## src/rtl/tile_window_pipe_pkg.sv

```systemverilog
// Shared sizing helpers and default geometry for the tile window pipeline.
// Widths derived here keep the top, sub-module and interface in agreement.
package tile_window_pkg;

   function automatic int calcPicW(input int numPics);
      return (numPics <= 2) ? 1 : $clog2(numPics);
   endfunction

   function automatic int calcCntW(input int frames);
      return (frames <= 2) ? 1 : $clog2(frames);
   endfunction

   function automatic int calcExtent(input int tiles, input int sizeLog2);
      return tiles << sizeLog2;
   endfunction

   localparam int DEF_TILE_W_LOG2 = 8;
   localparam int DEF_TILE_H_LOG2 = 7;
   localparam int DEF_TILES_X     = 2;
   localparam int DEF_TILES_Y     = 3;
   localparam int DEF_NUM_PICS    = DEF_TILES_X * DEF_TILES_Y;
   localparam int DEF_PIC_W       = calcPicW(DEF_NUM_PICS);
   localparam int DEF_GRID_W      = calcExtent(DEF_TILES_X, DEF_TILE_W_LOG2);
   localparam int DEF_GRID_H      = calcExtent(DEF_TILES_Y, DEF_TILE_H_LOG2);

endpackage

```

## src/rtl/tile_window_pipe_if.sv

```systemverilog
// Pixel-side bus of the tile window pipeline: raster/origin controls in,
// decoded window results out.
interface tile_window_pipe_if #(
   parameter int COORD_W = 10,
   parameter int PIC_W   = 3,
   parameter int ADDR_W  = 15
) ();

   logic               pix_en;
   logic [COORD_W-1:0] r;
   logic [COORD_W-1:0] c;
   logic [COORD_W-1:0] org_r;
   logic [COORD_W-1:0] org_c;
   logic               org_load;
   logic               scroll_en;
   logic               valid_out;
   logic               mask;
   logic [PIC_W-1:0]   which_pic;
   logic [ADDR_W-1:0]  addr;
   logic [2:0]         rgb_en;
   logic               tile_row_done;
   logic               frame_done;

   modport master (
      output pix_en, r, c, org_r, org_c, org_load, scroll_en,
      input  valid_out, mask, which_pic, addr, rgb_en, tile_row_done, frame_done
   );

   modport slave (
      input  pix_en, r, c, org_r, org_c, org_load, scroll_en,
      output valid_out, mask, which_pic, addr, rgb_en, tile_row_done, frame_done
   );

endinterface

```

## src/rtl/tile_window_pipe_scroll_ctrl.sv

```systemverilog
// Frame-synchronous state: shadow/active grid origin and the picture
// rotation counter that advances every SCROLL_FRAMES frames.
module scroll_ctrl
   import tile_window_pkg::*;
#(
   parameter int COORD_W       = 10,
   parameter int SCROLL_FRAMES = 60,
   parameter int NUM_PICS      = DEF_NUM_PICS,
   parameter int PIC_W         = DEF_PIC_W
) (
   input  logic               clk,
   input  logic               reset,
   input  logic               i_frameStart,
   input  logic               i_frameDone,
   input  logic               i_scrollEn,
   input  logic               i_orgLoad,
   input  logic [COORD_W-1:0] i_orgR,
   input  logic [COORD_W-1:0] i_orgC,
   output logic [COORD_W-1:0] o_actOrgR,
   output logic [COORD_W-1:0] o_actOrgC,
   output logic [PIC_W-1:0]   o_scrollOff
);

   localparam int CNT_W = calcCntW(SCROLL_FRAMES);

   logic [COORD_W-1:0] r_shadowR;
   logic [COORD_W-1:0] r_shadowC;
   logic [COORD_W-1:0] r_actR;
   logic [COORD_W-1:0] r_actC;
   logic [CNT_W-1:0]   r_frameCnt;
   logic [PIC_W-1:0]   r_scrollOff;

   // Frame start copies the old shadow; a same-cycle load overwrites the shadow afterwards.
   always_ff @(posedge clk) begin
      if (reset) begin
         r_shadowR <= '0;
         r_shadowC <= '0;
         r_actR    <= '0;
         r_actC    <= '0;
      end else begin
         if (i_frameStart) begin
            r_actR <= r_shadowR;
            r_actC <= r_shadowC;
         end
         if (i_orgLoad) begin
            r_shadowR <= i_orgR;
            r_shadowC <= i_orgC;
         end
      end
   end

   always_ff @(posedge clk) begin
      if (reset) begin
         r_frameCnt  <= '0;
         r_scrollOff <= '0;
      end else if (!i_scrollEn) begin
         r_frameCnt <= '0;
      end else if (i_frameDone) begin
         if (r_frameCnt == CNT_W'(SCROLL_FRAMES - 1)) begin
            r_frameCnt  <= '0;
            r_scrollOff <= (r_scrollOff == PIC_W'(NUM_PICS - 1)) ? '0 : r_scrollOff + PIC_W'(1);
         end else begin
            r_frameCnt <= r_frameCnt + CNT_W'(1);
         end
      end
   end

   assign o_actOrgR   = r_actR;
   assign o_actOrgC   = r_actC;
   assign o_scrollOff = r_scrollOff;

endmodule

```

## src/rtl/tile_window_pipe.sv

```systemverilog
// Two-stage raster-to-tile decoder: stage 0 captures the pixel, stage 1
// resolves grid membership, picture index, in-tile address and events.
module tile_window_pipe
   import tile_window_pkg::*;
#(
   parameter int TILE_W_LOG2   = 8,
   parameter int TILE_H_LOG2   = 7,
   parameter int TILES_X       = 2,
   parameter int TILES_Y       = 3,
   parameter int COORD_W       = 10,
   parameter int H_LAST        = 799,
   parameter int V_LAST        = 524,
   parameter int SCROLL_FRAMES = 60
) (
   input  logic             clk,
   input  logic             reset,
   tile_window_pipe_if.slave io_px
);

   localparam int NUM_PICS = TILES_X * TILES_Y;
   localparam int PIC_W    = calcPicW(NUM_PICS);
   localparam int ADDR_W   = TILE_H_LOG2 + TILE_W_LOG2;
   localparam int GRID_H   = calcExtent(TILES_Y, TILE_H_LOG2);
   localparam int GRID_W   = calcExtent(TILES_X, TILE_W_LOG2);

   logic               r_s0Valid;
   logic [COORD_W-1:0] r_s0Row;
   logic [COORD_W-1:0] r_s0Col;
   logic [COORD_W-1:0] w_actOrgR;
   logic [COORD_W-1:0] w_actOrgC;
   logic [PIC_W-1:0]   w_scrollOff;
   logic               w_frameStart;
   logic               w_frameDone;
   logic signed [COORD_W:0] w_relR;
   logic signed [COORD_W:0] w_relC;
   logic               w_rowIn;
   logic               w_colIn;
   logic               w_mask;
   logic               w_rowDone;
   int                 w_tileY;
   int                 w_tileX;
   int                 w_picSum;
   logic [PIC_W-1:0]   w_pic;
   logic [ADDR_W-1:0]  w_addr;

   assign w_frameStart = io_px.pix_en && (io_px.r == '0) && (io_px.c == '0);

   scroll_ctrl #(
      .COORD_W      (COORD_W),
      .SCROLL_FRAMES(SCROLL_FRAMES),
      .NUM_PICS     (NUM_PICS),
      .PIC_W        (PIC_W)
   ) u_scrollCtrl (
      .clk         (clk),
      .reset       (reset),
      .i_frameStart(w_frameStart),
      .i_frameDone (w_frameDone),
      .i_scrollEn  (io_px.scroll_en),
      .i_orgLoad   (io_px.org_load),
      .i_orgR      (io_px.org_r),
      .i_orgC      (io_px.org_c),
      .o_actOrgR   (w_actOrgR),
      .o_actOrgC   (w_actOrgC),
      .o_scrollOff (w_scrollOff)
   );

   always_ff @(posedge clk) begin
      if (reset) begin
         r_s0Valid <= 1'b0;
         r_s0Row   <= '0;
         r_s0Col   <= '0;
      end else begin
         r_s0Valid <= io_px.pix_en;
         if (io_px.pix_en) begin
            r_s0Row <= io_px.r;
            r_s0Col <= io_px.c;
         end
      end
   end

   // The extra sign bit keeps pixels left of / above the origin out of the grid.
   always_comb begin
      w_relR   = $signed({1'b0, r_s0Row}) - $signed({1'b0, w_actOrgR});
      w_relC   = $signed({1'b0, r_s0Col}) - $signed({1'b0, w_actOrgC});
      w_rowIn  = !w_relR[COORD_W] && (int'(w_relR[COORD_W-1:0]) < GRID_H);
      w_colIn  = !w_relC[COORD_W] && (int'(w_relC[COORD_W-1:0]) < GRID_W);
      w_mask   = r_s0Valid && w_rowIn && w_colIn;
      w_tileY  = int'(w_relR[COORD_W-1:0]) >> TILE_H_LOG2;
      w_tileX  = int'(w_relC[COORD_W-1:0]) >> TILE_W_LOG2;
      w_picSum = w_tileY * TILES_X + w_tileX + int'(w_scrollOff);
      if (w_picSum >= NUM_PICS) begin
         w_picSum = w_picSum - NUM_PICS;
      end
      w_pic    = w_mask ? PIC_W'(w_picSum) : '0;
      w_addr   = w_mask ? {w_relR[TILE_H_LOG2-1:0], w_relC[TILE_W_LOG2-1:0]} : '0;
      w_rowDone = r_s0Valid && w_rowIn && (&w_relR[TILE_H_LOG2-1:0])
                  && !w_relC[COORD_W] && (int'(w_relC[COORD_W-1:0]) == GRID_W);
      w_frameDone = r_s0Valid && (r_s0Row == COORD_W'(V_LAST)) && (r_s0Col == COORD_W'(H_LAST));
   end

   always_ff @(posedge clk) begin
      if (reset) begin
         io_px.valid_out     <= 1'b0;
         io_px.mask          <= 1'b0;
         io_px.which_pic     <= '0;
         io_px.addr          <= '0;
         io_px.rgb_en        <= '0;
         io_px.tile_row_done <= 1'b0;
         io_px.frame_done    <= 1'b0;
      end else begin
         io_px.valid_out     <= r_s0Valid;
         io_px.mask          <= w_mask;
         io_px.which_pic     <= w_pic;
         io_px.addr          <= w_addr;
         io_px.rgb_en        <= {3{w_mask}};
         io_px.tile_row_done <= w_rowDone;
         io_px.frame_done    <= w_frameDone;
      end
   end

endmodule

```

## src/flat_wrapper.sv

```systemverilog
// flat-port wrapper written by rule: the top's interface ports become plain ports
module tile_window_pipe_flat import tile_window_pkg::*;
#(
   parameter int TILE_W_LOG2   = 8,
   parameter int TILE_H_LOG2   = 7,
   parameter int TILES_X       = 2,
   parameter int TILES_Y       = 3,
   parameter int COORD_W       = 10,
   parameter int H_LAST        = 799,
   parameter int V_LAST        = 524,
   parameter int SCROLL_FRAMES = 60
)
  (clk, reset, io_px_pix_en, io_px_r, io_px_c, io_px_org_r, io_px_org_c, io_px_org_load, io_px_scroll_en, io_px_valid_out, io_px_mask, io_px_which_pic, io_px_addr, io_px_rgb_en, io_px_tile_row_done, io_px_frame_done);
  tile_window_pipe_if #(.COORD_W(COORD_W), .PIC_W(3), .ADDR_W(15)) io_px_i ();
  input  logic clk;
  input  logic reset;
  input wire logic [$bits(io_px_i.pix_en)-1:0] io_px_pix_en;
  input wire logic [$bits(io_px_i.r)-1:0] io_px_r;
  input wire logic [$bits(io_px_i.c)-1:0] io_px_c;
  input wire logic [$bits(io_px_i.org_r)-1:0] io_px_org_r;
  input wire logic [$bits(io_px_i.org_c)-1:0] io_px_org_c;
  input wire logic [$bits(io_px_i.org_load)-1:0] io_px_org_load;
  input wire logic [$bits(io_px_i.scroll_en)-1:0] io_px_scroll_en;
  output wire logic [$bits(io_px_i.valid_out)-1:0] io_px_valid_out;
  output wire logic [$bits(io_px_i.mask)-1:0] io_px_mask;
  output wire logic [$bits(io_px_i.which_pic)-1:0] io_px_which_pic;
  output wire logic [$bits(io_px_i.addr)-1:0] io_px_addr;
  output wire logic [$bits(io_px_i.rgb_en)-1:0] io_px_rgb_en;
  output wire logic [$bits(io_px_i.tile_row_done)-1:0] io_px_tile_row_done;
  output wire logic [$bits(io_px_i.frame_done)-1:0] io_px_frame_done;
  assign io_px_i.pix_en = io_px_pix_en;
  assign io_px_i.r = io_px_r;
  assign io_px_i.c = io_px_c;
  assign io_px_i.org_r = io_px_org_r;
  assign io_px_i.org_c = io_px_org_c;
  assign io_px_i.org_load = io_px_org_load;
  assign io_px_i.scroll_en = io_px_scroll_en;
  assign io_px_valid_out = io_px_i.valid_out;
  assign io_px_mask = io_px_i.mask;
  assign io_px_which_pic = io_px_i.which_pic;
  assign io_px_addr = io_px_i.addr;
  assign io_px_rgb_en = io_px_i.rgb_en;
  assign io_px_tile_row_done = io_px_i.tile_row_done;
  assign io_px_frame_done = io_px_i.frame_done;
  tile_window_pipe #(.TILE_W_LOG2(TILE_W_LOG2), .TILE_H_LOG2(TILE_H_LOG2), .TILES_X(TILES_X), .TILES_Y(TILES_Y), .COORD_W(COORD_W), .H_LAST(H_LAST), .V_LAST(V_LAST), .SCROLL_FRAMES(SCROLL_FRAMES)) u_core (.clk(clk), .reset(reset), .io_px(io_px_i));
endmodule
```

## config.mk

```make
export PLATFORM = sky130hd
export DESIGN_NAME = tile_window_pipe_flat
export DESIGN_NICKNAME = d
export VERILOG_FILES = /design/src/rtl/tile_window_pipe_pkg.sv /design/src/rtl/tile_window_pipe_if.sv /design/src/rtl/tile_window_pipe_scroll_ctrl.sv /design/src/rtl/tile_window_pipe.sv /design/src/flat_wrapper.sv
export SDC_FILE = /design/constraint.sdc
export NUM_CORES = 1
export LEC_CHECK = 0
export BUFFER_PORTS_ARGS = -buffer_cell sky130_fd_sc_hd__buf_4
export CAP_MARGIN = 5
export CORE_MARGIN = 2
export CORE_UTILIZATION = 55
export DETAILED_ROUTE_END_ITERATION = 10
export PLACE_DENSITY = 0.8
export SYNTH_ARGS = -nofsm -noshare
export SYNTH_HDL_FRONTEND = slang
export SYNTH_SLANG_ARGS = --single-unit
export TNS_END_PERCENT = 50
```

## constraint.sdc

```tcl
create_clock -name clk -period 4.2 [get_ports clk]
set_input_delay 0.63 -clock clk [delete_from_list [all_inputs] [get_ports clk]]
set_output_delay 0.63 -clock clk [all_outputs]
set_load 0.05 [all_outputs]
```

=== Word level (Yosys, flattened, before mapping) ===
Index checks and enable logic that the tools add are counted.

* Register bits: 93
* Input bits: 45
* Logic and storage cells: 55
* Output and inout bits: 25

* Eq/ne operators: 5
* Reductions and logical operators: 19
* Multiplexer cells: 3
* Bitwise gates (word level): 2
* Add/subtract/negate cells: 7
* Order comparisons: 3

{| class="wikitable"
|+ Operators with widths
! cell !! number
|-
| $ge 32x4->1 const B || 1
|-
| $eq 10x10->1 const B || 3
|-
| $sub 10x10->11 || 2
|-
| $logic_not 10->1 || 2
|-
| $logic_and 1x1->1 || 11
|-
| $lt 10x10->1 const B || 1
|-
| $lt 10x9->1 const B || 1
|-
| $reduce_and 7->1 || 1
|-
| $add 5x3->6 || 1
|-
| $add 6x1->6 const B || 1
|-
| $eq 6x6->1 const B || 1
|-
| $mux 3 || 2
|-
| $mux 6 || 1
|-
| $add 4x2->5 || 1
|-
| $reduce_or 2->1 || 2
|-
| $add 3x1->3 const B || 1
|-
| $eq 3x3->1 const B || 1
|-
| $reduce_and 3->1 || 1
|-
| $sub 3x2->3 const B || 1
|-
| $logic_not 1->1 || 2
|-
| $not 1->1 || 2
|}

=== Longest topological paths before layout ===
* Depth in word-level cells: 7
* Gate-level depth with buffers: 17

=== By module ===
A second synthesis with hierarchy kept.

* Cell total of the unflattened synthesis: 489
* Area, all modules: 4515.6 um2

{| class="wikitable"
|+ Modules (own cells, without submodules)
! module !! instances !! cells an instance !! area an instance (um2)
|-
| tile_window_pipe || 1 || 315 || 2705.1
|-
| scroll_ctrl || 1 || 174 || 1810.5
|}

=== Least setup slack after synthesis ===
OpenSTA, ideal clock, no wires.

* Kind: register -> register
* From: register u_core.u_scrollCtrl.r_actC[1], in the netlist u_core.u_scrollCtrl.o_actOrgC[1]
* To: register u_core.io_px.which_pic[2]
* Period minus slack after synthesis: 3473 ps
* Stages on the path, launching flop included: 16
* Path buffers: 0
* Arrival time: 3345 ps
* Data required time: 4073 ps
* Slack: 727 ps
* Setup time: 127 ps
* Cells stage by stage: dfxtp_1 > inv_1 > ha_1 > nor2b_1 > o2111a_1 > o31a_1 > o211ai_2 > inv_1 > fa_1 > ha_1 > fa_1 > and3_1 > o21bai_1 > nor2_1 > o22ai_1 > nor2_1

* Cells in the longest elaborated chain, start to end: 6
* Elaborated cells between the ends (all ways): 12
* Classes of those cells: add/sub: 4; order compare: 2; mux: 1; bitwise: 1; reduce/logical: 4

{| class="wikitable"
|+ RTL lines
! what !! line !! RTL
|-
| from (decl) || tile_window_pipe_scroll_ctrl.sv:29 || <nowiki>logic [COORD_W-1:0] r_actC;</nowiki>
|-
| from (signal assigned) || tile_window_pipe_scroll_ctrl.sv:43 || <nowiki>r_actC <= r_shadowC;</nowiki>
|-
| $sub 10x10->11 * || tile_window_pipe.sv:84 || <nowiki>w_relC = $signed({1'b0, r_s0Col}) - $signed({1'b0, w_actOrgC});</nowiki>
|-
| branches (longest 5 deep; another with $ge 32x4->1) || n/a ||
|-
| to (signal assigned) || tile_window_pipe.sv:113 || <nowiki>io_px.which_pic <= w_pic;</nowiki>
|-
| to (decl) || tile_window_pipe_if.sv:31 || <nowiki>output valid_out, mask, which_pic, addr, rgb_en, tile_row_done, frame_done</nowiki>
|}

Every way passes the cells marked *.
A chain may end at the register's enable or synchronous reset.

=== Worst setup path after layout ===
Same ends and word-level chain as after synthesis.

==> impl_metrics.toml <==
[status]
outcome = "completed"

[clock_network]
cts_buffers = 9
htreeDepth = 3
ctsHoldBuffers = 0
path_clk_slew_ns = 0.09
cts_tree = "done"
cts.path.max_buffers = 2
postCtsSetupRepairBufs = 0
cts.sinks = 92
clock-root-buffer = "clkbuf_8"
ctsResizeCount = 0
insertion_delay_ns = 0.35

[placed_design]
placed_area_um2 = 5072
place.gp.congestion = 0.9017
dp_hpwl_um = 7424
dp_cells = 637
portBuffers = 69

[timing]
finalCritPeriodShare_pct = 89.98
rsz0062_at_grt = "false"
skew_ns = 0.01089
hold_viol = 0
relSlewSlack_pct = 55.75
setup_viol = 0
setup_tns_ns = 0
worst_slew_pin_slew_ns = 0.6638
timing.fmax_mhz = 264.6
slew_violations = 0
min_period_ns = 3.779

[worst_setup_path]
crit_fanout = 4
crit_chain = "inv_1, ha_1, nor2b_1, o2111a_1, o31a_1, o211ai_2, inv_1, fa_1, ha_1, fa_1, and3_1, o21bai_1, nor2_1, o22ai_1, nor2_1"
cpMaxStageDelayCell = "fa_1"
endpoint_kind = "flop"
critPathRequiredTime_ns = 4.43
cpPeakStageDelay_ns = 0.48
cp.arrival_ns = 4.01
critPathLaunchType = "flop"
critical_path_class = "reg -> reg"

[route]
drt_iter0_markers = 232
vias = 3532
drcViolationCount = 0
vias_per_cell = 5.409
dr.pass1.iters = 4
wl_per_cell_um = 14.62
antenna_left = 0
wirelength_um = 9549

[yosys]
syn_area_per_cell_um2 = 9.335
synth_flop_cell = "dfxtp_1"
synth-seq-cells = 92
synth_area_um2 = 4518
synth_edf_count = 0
syn_nets = 560
seq_area_frac_synth_pct = 40.76
async_reset_ff_share_pct = 0
synth_top_cell_by_area = "dfxtp_1"
netlist.area_leader.share_pct = 40.76
syn_inst = 484
synthTopCellsByArea = "dfxtp_1 41%, mux2i_1 14%, nor2_1 7.6%"
synth.distinct_cells = 58
ys_warn_count = 0

[pwr]
pwr-share-comb_pct = 17.2
switching_power_uw = 519.6
total_power_mw = 1.970
power.density_nw_per_um2 = 370.6
irDropWorstVdd_mv = 0.2403
pwr-share-clk_pct = 36.4
p_sw_share_pct = 26.37
intPower_mw = 1.451
p_seq_share_pct = 46.5
leakage_nw = 2.295

[global_routing]
antenna_found_initial = 0
grt_pass1_wl_um = 15980
grt_pass1_vias = 3369
grt_max_degree = 68
gr-total-overflow = 0
track_usage_pct = 22.61

[die]
initial_utilization_pct = 55.83
row_count = 33
core_area_um2 = 8093
io_pins = 70
die_h_um = 94.64
dieArea_um2 = 8956
die_w_um = 94.64

[final_layout]
num-fill-cells = 661
drive_above_1_share_pct = 17.70
n_antenna_cell = 0
layout.nets = 619
layout.cells.non_filler = 653
stdcell_area_um2 = 5316
syn_to_final_growth_pct = 17.67
final_util_pct = 65.69
mostFrequentLayoutCells = "92 x nor2_1, 92 x dfxtp_1, 70 x buf_4, 62 x mux2i_1, 33 x inv_1"

[flow_run]
drv_cap = 0

[min_path]
hp-class = "reg -> reg"
[per-layer routing]
metal	global-route usage, %	routed length [um]	vias to the layer above
met5	0	0	-
met4	6.401	125	0
met3	2.554	476	13
met2	36.52	4412	95
met1	32.03	4534	1630
li1	-	-	1794
[per-stage QoR]
stage	hold slack, ns	worst slack, ns
after global routing	0.5159	0.2098
after global placement	0.4753	0.5923
after CTS	0.5018	0.4626
final	0.5024	0.4207
after detailed placement	0.4849	0.4819
after floorplan	0.4601	0.7274
[cell families after synthesis]
| logic type | synth area share (%) |
|---|---|
| AOI/OAI and AO/OA | 10.44 |
| xor gates and xnor gates | 3.102 |
| adders and majority gates | 9.249 |
| buffers and inverters | 5.151 |
| DFF | 40.76 |
| muxes | 13.74 |
| and+or+nand+nor | 17.56 |
[flip-flops by register name, summed over array words and instances (netlist names)]
name / flops
u_core.u_scrollCtrl.r_frameCnt: 6
u_core.u_scrollCtrl.o_actOrgC: 10
u_core.io_px.mask: 1
u_core.u_scrollCtrl.o_actOrgR: 10
u_core.io_px.addr: 15
u_core.io_px.tile_row_done: 1
u_core.u_scrollCtrl.r_shadowC: 10
u_core.u_scrollCtrl.o_scrollOff: 3
u_core.r_s0Valid: 1
u_core.io_px.frame_done: 1
u_core.io_px.valid_out: 1
u_core.r_s0Col: 10
u_core.r_s0Row: 10
u_core.u_scrollCtrl.r_shadowR: 10
u_core.io_px.which_pic: 3
[worst max-delay path, delay by kind of cell, from the launching register on]
family	cells	cell delay [ns]
compound gates	5	1.26
flops	1	0.39
buf+inv	2	0.17
fa+ha+maj	4	1.39
simple gates	4	0.44
[synthesized netlist by cell type, types with 2 or more instances]
cell type and count:
o21ai_0 7, nand3_1 7, nand3b_1 2, nor4_1 4, a2111o_1 2, nor2_1 92, o21a_1 2, clkbuf_1 9
a21oi_1 20, xor2_1 11, o211ai_1 3, ha_1 27, o22ai_1 2, a211oi_1 2, dfxtp_1 92, or3_1 2
nand2b_1 5, a21o_1 5, xnor2_1 5, and3_1 5, nor3_1 4, nor2b_1 9, a31o_2 2, buf_4 3
and2_1 2, or2_2 3, nand4b_1 3, fa_1 4, nand2_1 11, nand4_1 8, buf_2 6, nor4b_1 2
a2111oi_0 2, buf_1 3, inv_1 33, o2111ai_1 2, mux2i_1 62
[path summary, 6_finish.rpt]
path,startpoint,slack (ns),endpoint,depth (start not counted)
setup / recovery,u_core.u_scrollCtrl.o_actOrgC[1]$_SDFFE_PP0P_,0.42,u_core.io_px.which_pic[2]$_SDFF_PP0_,15
hold / removal,u_core.u_scrollCtrl.r_shadowC[8]$_SDFFE_PP0P_,0.50,u_core.u_scrollCtrl.r_shadowC[8]$_SDFFE_PP0P_,2
setup reg to reg,u_core.u_scrollCtrl.o_actOrgC[1]$_SDFFE_PP0P_,0.42,u_core.io_px.which_pic[2]$_SDFF_PP0_,15
hold reg to reg,u_core.u_scrollCtrl.r_shadowC[8]$_SDFFE_PP0P_,0.50,u_core.u_scrollCtrl.r_shadowC[8]$_SDFFE_PP0P_,2
[power groups by stage]
stage               Combinational, mW  Sequential, mW  Clock (mW)
global placement                0.323           0.935           0
CTS                             0.335           0.916       0.730
global route                    0.374           0.919       0.757
floorplan                       0.236           0.940           0
finish                          0.338           0.916       0.717
detailed placement              0.333           0.936           0
[area by class of cell]
type	instances	area (um^2)	area share (%)
Tap cell	105	131.4	2.471
Clock inverter	6	116.4	2.189
Inverter	33	123.9	2.330
Sequential cell	92	1842	34.64
Timing Repair Buffer	70	525.5	9.885
Clock buffer	10	127.6	2.401
Multi-Input combinational cell	337	2450	46.08
Note: power is estimated with default switching activity, not from simulation.
